## src/rtl/mux_rr_select.sv

```systemverilog
// Round-robin select/feed stage for a shared 2:1 mux datapath.
// Two valid/ready producers are arbitrated into one registered output slot;
// sel reports which producer the held word came from and drives the mux S bit.
module mux_rr_select #(
  parameter int WIDTH = 8
) (
  input  logic             clk,
  input  logic             rst_n,
  input  logic             in0_valid,
  input  logic [WIDTH-1:0] in0_data,
  output logic             in0_ready,
  input  logic             in1_valid,
  input  logic [WIDTH-1:0] in1_data,
  output logic             in1_ready,
  output logic             out_valid,
  output logic [WIDTH-1:0] out_data,
  input  logic             out_ready,
  output logic             sel
);

  // The output slot is either empty or holding one word.
  typedef enum logic {
    SLOT_EMPTY = 1'b0,
    SLOT_FULL  = 1'b1
  } slot_state_t;

  slot_state_t      state_r;
  slot_state_t      state_nx_s;
  logic             prio_r;
  logic [WIDTH-1:0] out_data_r;
  logic             sel_r;

  logic             load_en_s;
  logic             grant_s;
  logic             grant_valid_s;
  logic             xfer_s;

  // Arbitration: single requester wins outright, ties go to the prio pointer.
  always_comb begin
    grant_s       = 1'b0;
    grant_valid_s = 1'b0;
    case ({in1_valid, in0_valid})
      2'b01: begin
        grant_s       = 1'b0;
        grant_valid_s = 1'b1;
      end
      2'b10: begin
        grant_s       = 1'b1;
        grant_valid_s = 1'b1;
      end
      2'b11: begin
        grant_s       = prio_r;
        grant_valid_s = 1'b1;
      end
      default: begin
        grant_s       = 1'b0;
        grant_valid_s = 1'b0;
      end
    endcase
  end

  // Slot can take a new word when empty or when its word leaves this cycle,
  // which gives back-to-back transfers without a bubble.
  always_comb begin
    load_en_s = (state_r == SLOT_EMPTY) | out_ready;
    xfer_s    = rst_n & load_en_s & grant_valid_s;
    in0_ready = xfer_s & (grant_s == 1'b0) & in0_valid;
    in1_ready = xfer_s & (grant_s == 1'b1) & in1_valid;
  end

  // Next slot state: load fills, drain without load empties, stall holds.
  always_comb begin
    state_nx_s = state_r;
    if (load_en_s && grant_valid_s) begin
      state_nx_s = SLOT_FULL;
    end else if (load_en_s) begin
      state_nx_s = SLOT_EMPTY;
    end else begin
      state_nx_s = state_r;
    end
  end

  // Slot state register.
  always_ff @(posedge clk) begin
    if (!rst_n) begin
      state_r <= SLOT_EMPTY;
    end else begin
      state_r <= state_nx_s;
    end
  end

  // Captured word, its source and the round-robin pointer; a drain keeps
  // data and sel so the mux select does not glitch while the slot is empty.
  always_ff @(posedge clk) begin
    if (!rst_n) begin
      out_data_r <= {WIDTH{1'b0}};
      sel_r      <= 1'b0;
      prio_r     <= 1'b0;
    end else if (load_en_s && grant_valid_s) begin
      out_data_r <= grant_s ? in1_data : in0_data;
      sel_r      <= grant_s;
      prio_r     <= ~grant_s;
    end else begin
      out_data_r <= out_data_r;
      sel_r      <= sel_r;
      prio_r     <= prio_r;
    end
  end

  assign out_valid = (state_r == SLOT_FULL);
  assign out_data  = out_data_r;
  assign sel       = sel_r;

endmodule

```

## config.mk

```make
export PLATFORM = sky130hd
export DESIGN_NAME = mux_rr_select
export DESIGN_NICKNAME = d
export VERILOG_FILES = /design/src/rtl/mux_rr_select.sv
export SDC_FILE = /design/constraint.sdc
export NUM_CORES = 1
export LEC_CHECK = 0
export CORE_AREA = 5 5 44 46
export CTS_CLUSTER_DIAMETER = 80
export DETAILED_ROUTE_END_ITERATION = 10
export DIE_AREA = 0 0 49 51
export GPL_TIMING_DRIVEN = 0
export PLACE_DENSITY_LB_ADDON = 0.25
export SETUP_SLACK_MARGIN = 0.5
export SYNTH_ARGS = -nofsm -noshare
export SYNTH_HDL_FRONTEND = slang
export SYNTH_SLANG_ARGS = --single-unit
```

## constraint.sdc

```tcl
create_clock -name clk -period 2.8 [get_ports clk]
set_input_delay 0.84 -clock clk [delete_from_list [all_inputs] [get_ports clk]]
set_output_delay 0.84 -clock clk [all_outputs]
set_load 0.02 [all_outputs]
```

=== After elaboration in Yosys (flattened, before gate mapping) ===
Index checks and enable logic that the tools add are counted.

* Input port bits: 21
* Output and inout port bits: 12
* Logic and storage cells: 24
* Register bits: 11

* Equal/unequal tests: 3
* Bitwise gates (word level): 9
* Reductions and logical operators: 3
* Mux-type cells: 5

{| class="wikitable"
|+ Operator list
! cell !! number
|-
| two-way mux 8 bit || 1
|-
| bitwise AND 1 bit || 6
|-
| == test 2 bit, second input constant || 2
|-
| two-way mux 1 bit || 3
|-
| OR reduction 3 bit || 1
|-
| == test 2 x 1 -> 1 bit, second input constant || 1
|-
| NOT 1 bit || 2
|-
| case mux 1 bit (2 select lines) || 1
|-
| nonzero test 2 bit || 1
|-
| logical AND 1 bit || 1
|-
| OR 1 bit || 1
|}

=== Longest topological paths before layout ===
* Depth in word-level cells: 6
* Mapped depth: 4
* Depth with buffers taken out: 3

=== Worst setup path after synthesis ===
Ideal clock, no wire load.

* Path type: input to output
* Start: input port out_ready
* End: output port in1_ready
* Stages on the path: 4
* Path buffers: 1
* Setup slack: 0.487 ns
* Data required time: 1.960 ns
* Arrival: 1.473 ns
* Cells stage by stage: nand2b_1 -> buf_4 -> nand3_1 -> nor2_1

* Longest elaborated chain between the ends: 5

{| class="wikitable"
|+ Ends and longest elaborated chain
! item !! line !! source
|-
| from (decl) || 17 || <nowiki>input logic out_ready,</nowiki>
|-
| OR 1 bit || 65 || <nowiki>load_en_s = (state_r == SLOT_EMPTY) | out_ready;</nowiki>
|-
| bitwise AND 1 bit (2 in series) || 66 || <nowiki>xfer_s = rst_n & load_en_s & grant_valid_s;</nowiki>
|-
| bitwise AND 1 bit (2 in series) || 68 || <nowiki>in1_ready = xfer_s & (grant_s == 1'b1) & in1_valid;</nowiki>
|-
| to (decl) || 14 || <nowiki>output logic in1_ready,</nowiki>
|}

No other way between the ends.

=== Final worst setup path ===
* Start: input port out_ready
* End: output port in0_ready

* Longest elaborated chain between the ends: 5

{| class="wikitable"
|+ Ends and longest elaborated chain
! item !! line !! source
|-
| OR 1 bit || 65 ||
|-
| bitwise AND 1 bit (2 in series) || 66 ||
|-
| bitwise AND 1 bit (2 in series) || 67 || <nowiki>in0_ready = xfer_s & (grant_s == 1'b0) & in0_valid;</nowiki>
|-
| to (decl) || 11 || <nowiki>output logic in0_ready,</nowiki>
|}

No other way between the ends.

==> run_results.csv <==
group,metric,value,unit
routing,wire_per_inst,16.0,um
timing,setup_slack,0.526,ns
routing,wirelength,2030,um
logic_synthesis,synthDistinctLibCells,18,
logic_synthesis,syn-num-nets,88,
timing,setup_viol,0,
setup_path,crit_top_cell,"buf_6",
timing,worstMarginPinSlew,0.457,ns
die,rows,14,
logic_synthesis,ys_warn_count,0,
logic_synthesis,yosysTopAreaCell,"dfxtp_1",
final_layout,stdcell_count,127,
cts,clock_path_buffers,2,
power,ir_worst_vdd,0.275,mV
setup_path,start_kind,"input port",
setup_path,cp_cell_sequence,"buf_6, nand2b_4, buf_6, nand3_4, nor2_4, buf_6",
outcome,status,"finished, final reports clean",
global_route,grt_pass1_wl,3260,um
timing,hold_viol,0,
logic_synthesis,synth.area.top_cells,"dfxtp_1 41%, nand4_1 19%, a31oi_1 9.3%",
logic_synthesis,syn_area_per_cell,8.03,um^2
placement,dpl_worst_slack,-0.471,ns
power,powerDensity,414,nW/um^2
final_layout,area_growth,96.0,%
global_route,antenna_found_initial,0,
setup_path,worst-r2r-cell-count,5,
timing,drv_slew,0,
final_layout,final_common_cell,"clkdlybuf4s50_1",
power,total_power,436,uW
die,pin_count,33,
final_layout,final_cell_mix,"26 x clkdlybuf4s50_1, 16 x nand4_1, 11 x dfxtp_1, 10 x buf_4, 9 x o21ai_1",
min_path,hp-class,"reg2reg",
cts,clock-sinks,11,
routing,dr.first_iter.drc_count,19,
setup_path,critPathKind,"in2out",
timing,fin_worst_skew,0.00311,ns
cts,numCtsBuffers,3,
routing,ant_nets,0,
logic_synthesis,ys_ff_latch,11,
placement,post-dp-hpwl,1250,um
final_layout,drive_gt1_share,29.7,%
timing,fmax,440,MHz
placement,finalWeightedCongestion,0.739,
routing,dr.pass1.iters,4,
setup_path,cp.required,1.96,ns
cts,ctsHtreeMaxLevel,1,
die,initial_utilization,36.6,%
logic_synthesis,seq_area_frac_synth,40.9,%
timing,hold_ws,0.482,ns
cts,cts_root_buf,"clkbuf_4",
routing,num_vias,733,
routing,route.detailed.drc,0,
die,die_w,49,um
setup_path,crit_path_top_delay_cell,"buf_6",
cts,cts_tree,"built",
die,dieArea,2500,um^2
global_route,gr-total-overflow,0,
timing,finalCritPeriodShare,81.2,%
placement,dpl.cell_count,115,
timing,fin_crit,2.27,ns
cts,path_clk_slew,0.08,ns
final_layout,final_util,71.7,%
power,leakage,0.000406,uW
logic_synthesis,synth_area,538,um^2
min_path,min_path_cells,2,
global_route,grt.total_usage,16.6,%
final_layout,antenna_cells,0,
die,die_h,51,um
cts,clk_latency,0.27,ns
die,core_area,1470,um^2
setup_path,max_stage_delay,0.12,ns
logic_synthesis,synth_top_area_share,40.9,%
timing,rsz0062_at_grt,"true",
setup_path,cp-end-kind,"primary output",
timing,slew_headroom,69.5,%
flow_run,drv_cap,0,
setup_path,crit_fanout,3,
final_layout,num-nets-final,133,
global_route,grt_max_degree,11,
logic_synthesis,synth_cells,67,
placement,io_buffers,32,
setup_path,worstPathArrival,1.43,ns
global_route,grt_pass1_vias,713,
routing,routed_via_density,5.77,
==> repair_timing <==
| item | in CTS | in global routing |
|---|---|---|
| setup buffers | 7 | 1 |
| endpoints found under the setup margin | 2 | 2 |
| hold buffers | 0 | 0 |
| resized for setup | 43 | 7 |
| pin swaps | 2 | 2 |
==> path summary, 6_finish.rpt <==
path / start / to / slack (ns)
worst max register to register: prio_r / out_data[0] / 1.59
worst max-delay path: out_ready / in0_ready / 0.53
worst min register to register: out_data[1] / out_data[1] / 0.48
worst min-delay path: out_data[1] / out_data[1] / 0.48
==> synth_stat cells (all sizes together) <==
master and number:
nand4 16, dfxtp 11, o21ai 10, a31oi 8, buf 6, a21oi 3
nor2 3, inv 2, nand2b 2, nand3 2, clkbuf 1, nand2 1
nand3b 1, nor2b 1
==> cell type report <==
cell class | count | area (um^2)
Timing Repair Buffer | 40 | 377
Clock buffer | 4 | 26.3
Sequential cell | 11 | 220
Inverter | 2 | 7.51
Buffer | 7 | 72.6
Fill cell | 106 | 417
Tap cell | 16 | 20.0
Multi-Input combinational cell | 47 | 332
==> power by group <==
group / internal, uW / switching, uW / leakage (uW) / total, uW
combinational: 80.8 / 67.5 / 0.000300 / 148
clock: 55.2 / 56.9 / 0.0000150 / 112
sequential: 169 / 7.31 / 0.0000910 / 176
total: 305 / 132 / 0.000406 / 436
==> per-stage QoR <==
stage / setup TNS, ns / instance area, um^2
after floorplan: 0 / 541
after global placement: -0.877 / 881
after detailed placement: -0.891 / 881
after CTS: 0 / 1020
after global routing: 0 / 1050
final: 0 / 1050
==> cells by family after synthesis <==
| kind of cell | Yosys count | synth area share, % |
|---|---|---|
| AND/OR/NAND/NOR | 26 | 28.6 |
| flip-flops | 11 | 40.9 |
| buffers and inverters | 9 | 9.07 |
| AO/OA/AOI/OAI | 21 | 21.4 |
==> per-layer routing <==
| metal | track usage (%) | vias up | wire length (um) |
|---|---|---|---|
| met5 | 0 | - | 0 |
| met4 | 7.17 | 0 | 44 |
| met3 | 3.78 | 8 | 183 |
| met2 | 28.5 | 55 | 1010 |
| met1 | 19.8 | 323 | 794 |
| li1 | - | 347 | - |
==> critical path: cells and delay by family <==
kind,cells,cell delay [ns]
simple gates,3,0.28
buf+inv,3,0.31
==> registers in the layout (all words and copies together) (netlist names) <==
name       count
out_data       8
out_valid      1
prio_r         1
sel            1
(Power assumes the default switching activity.)
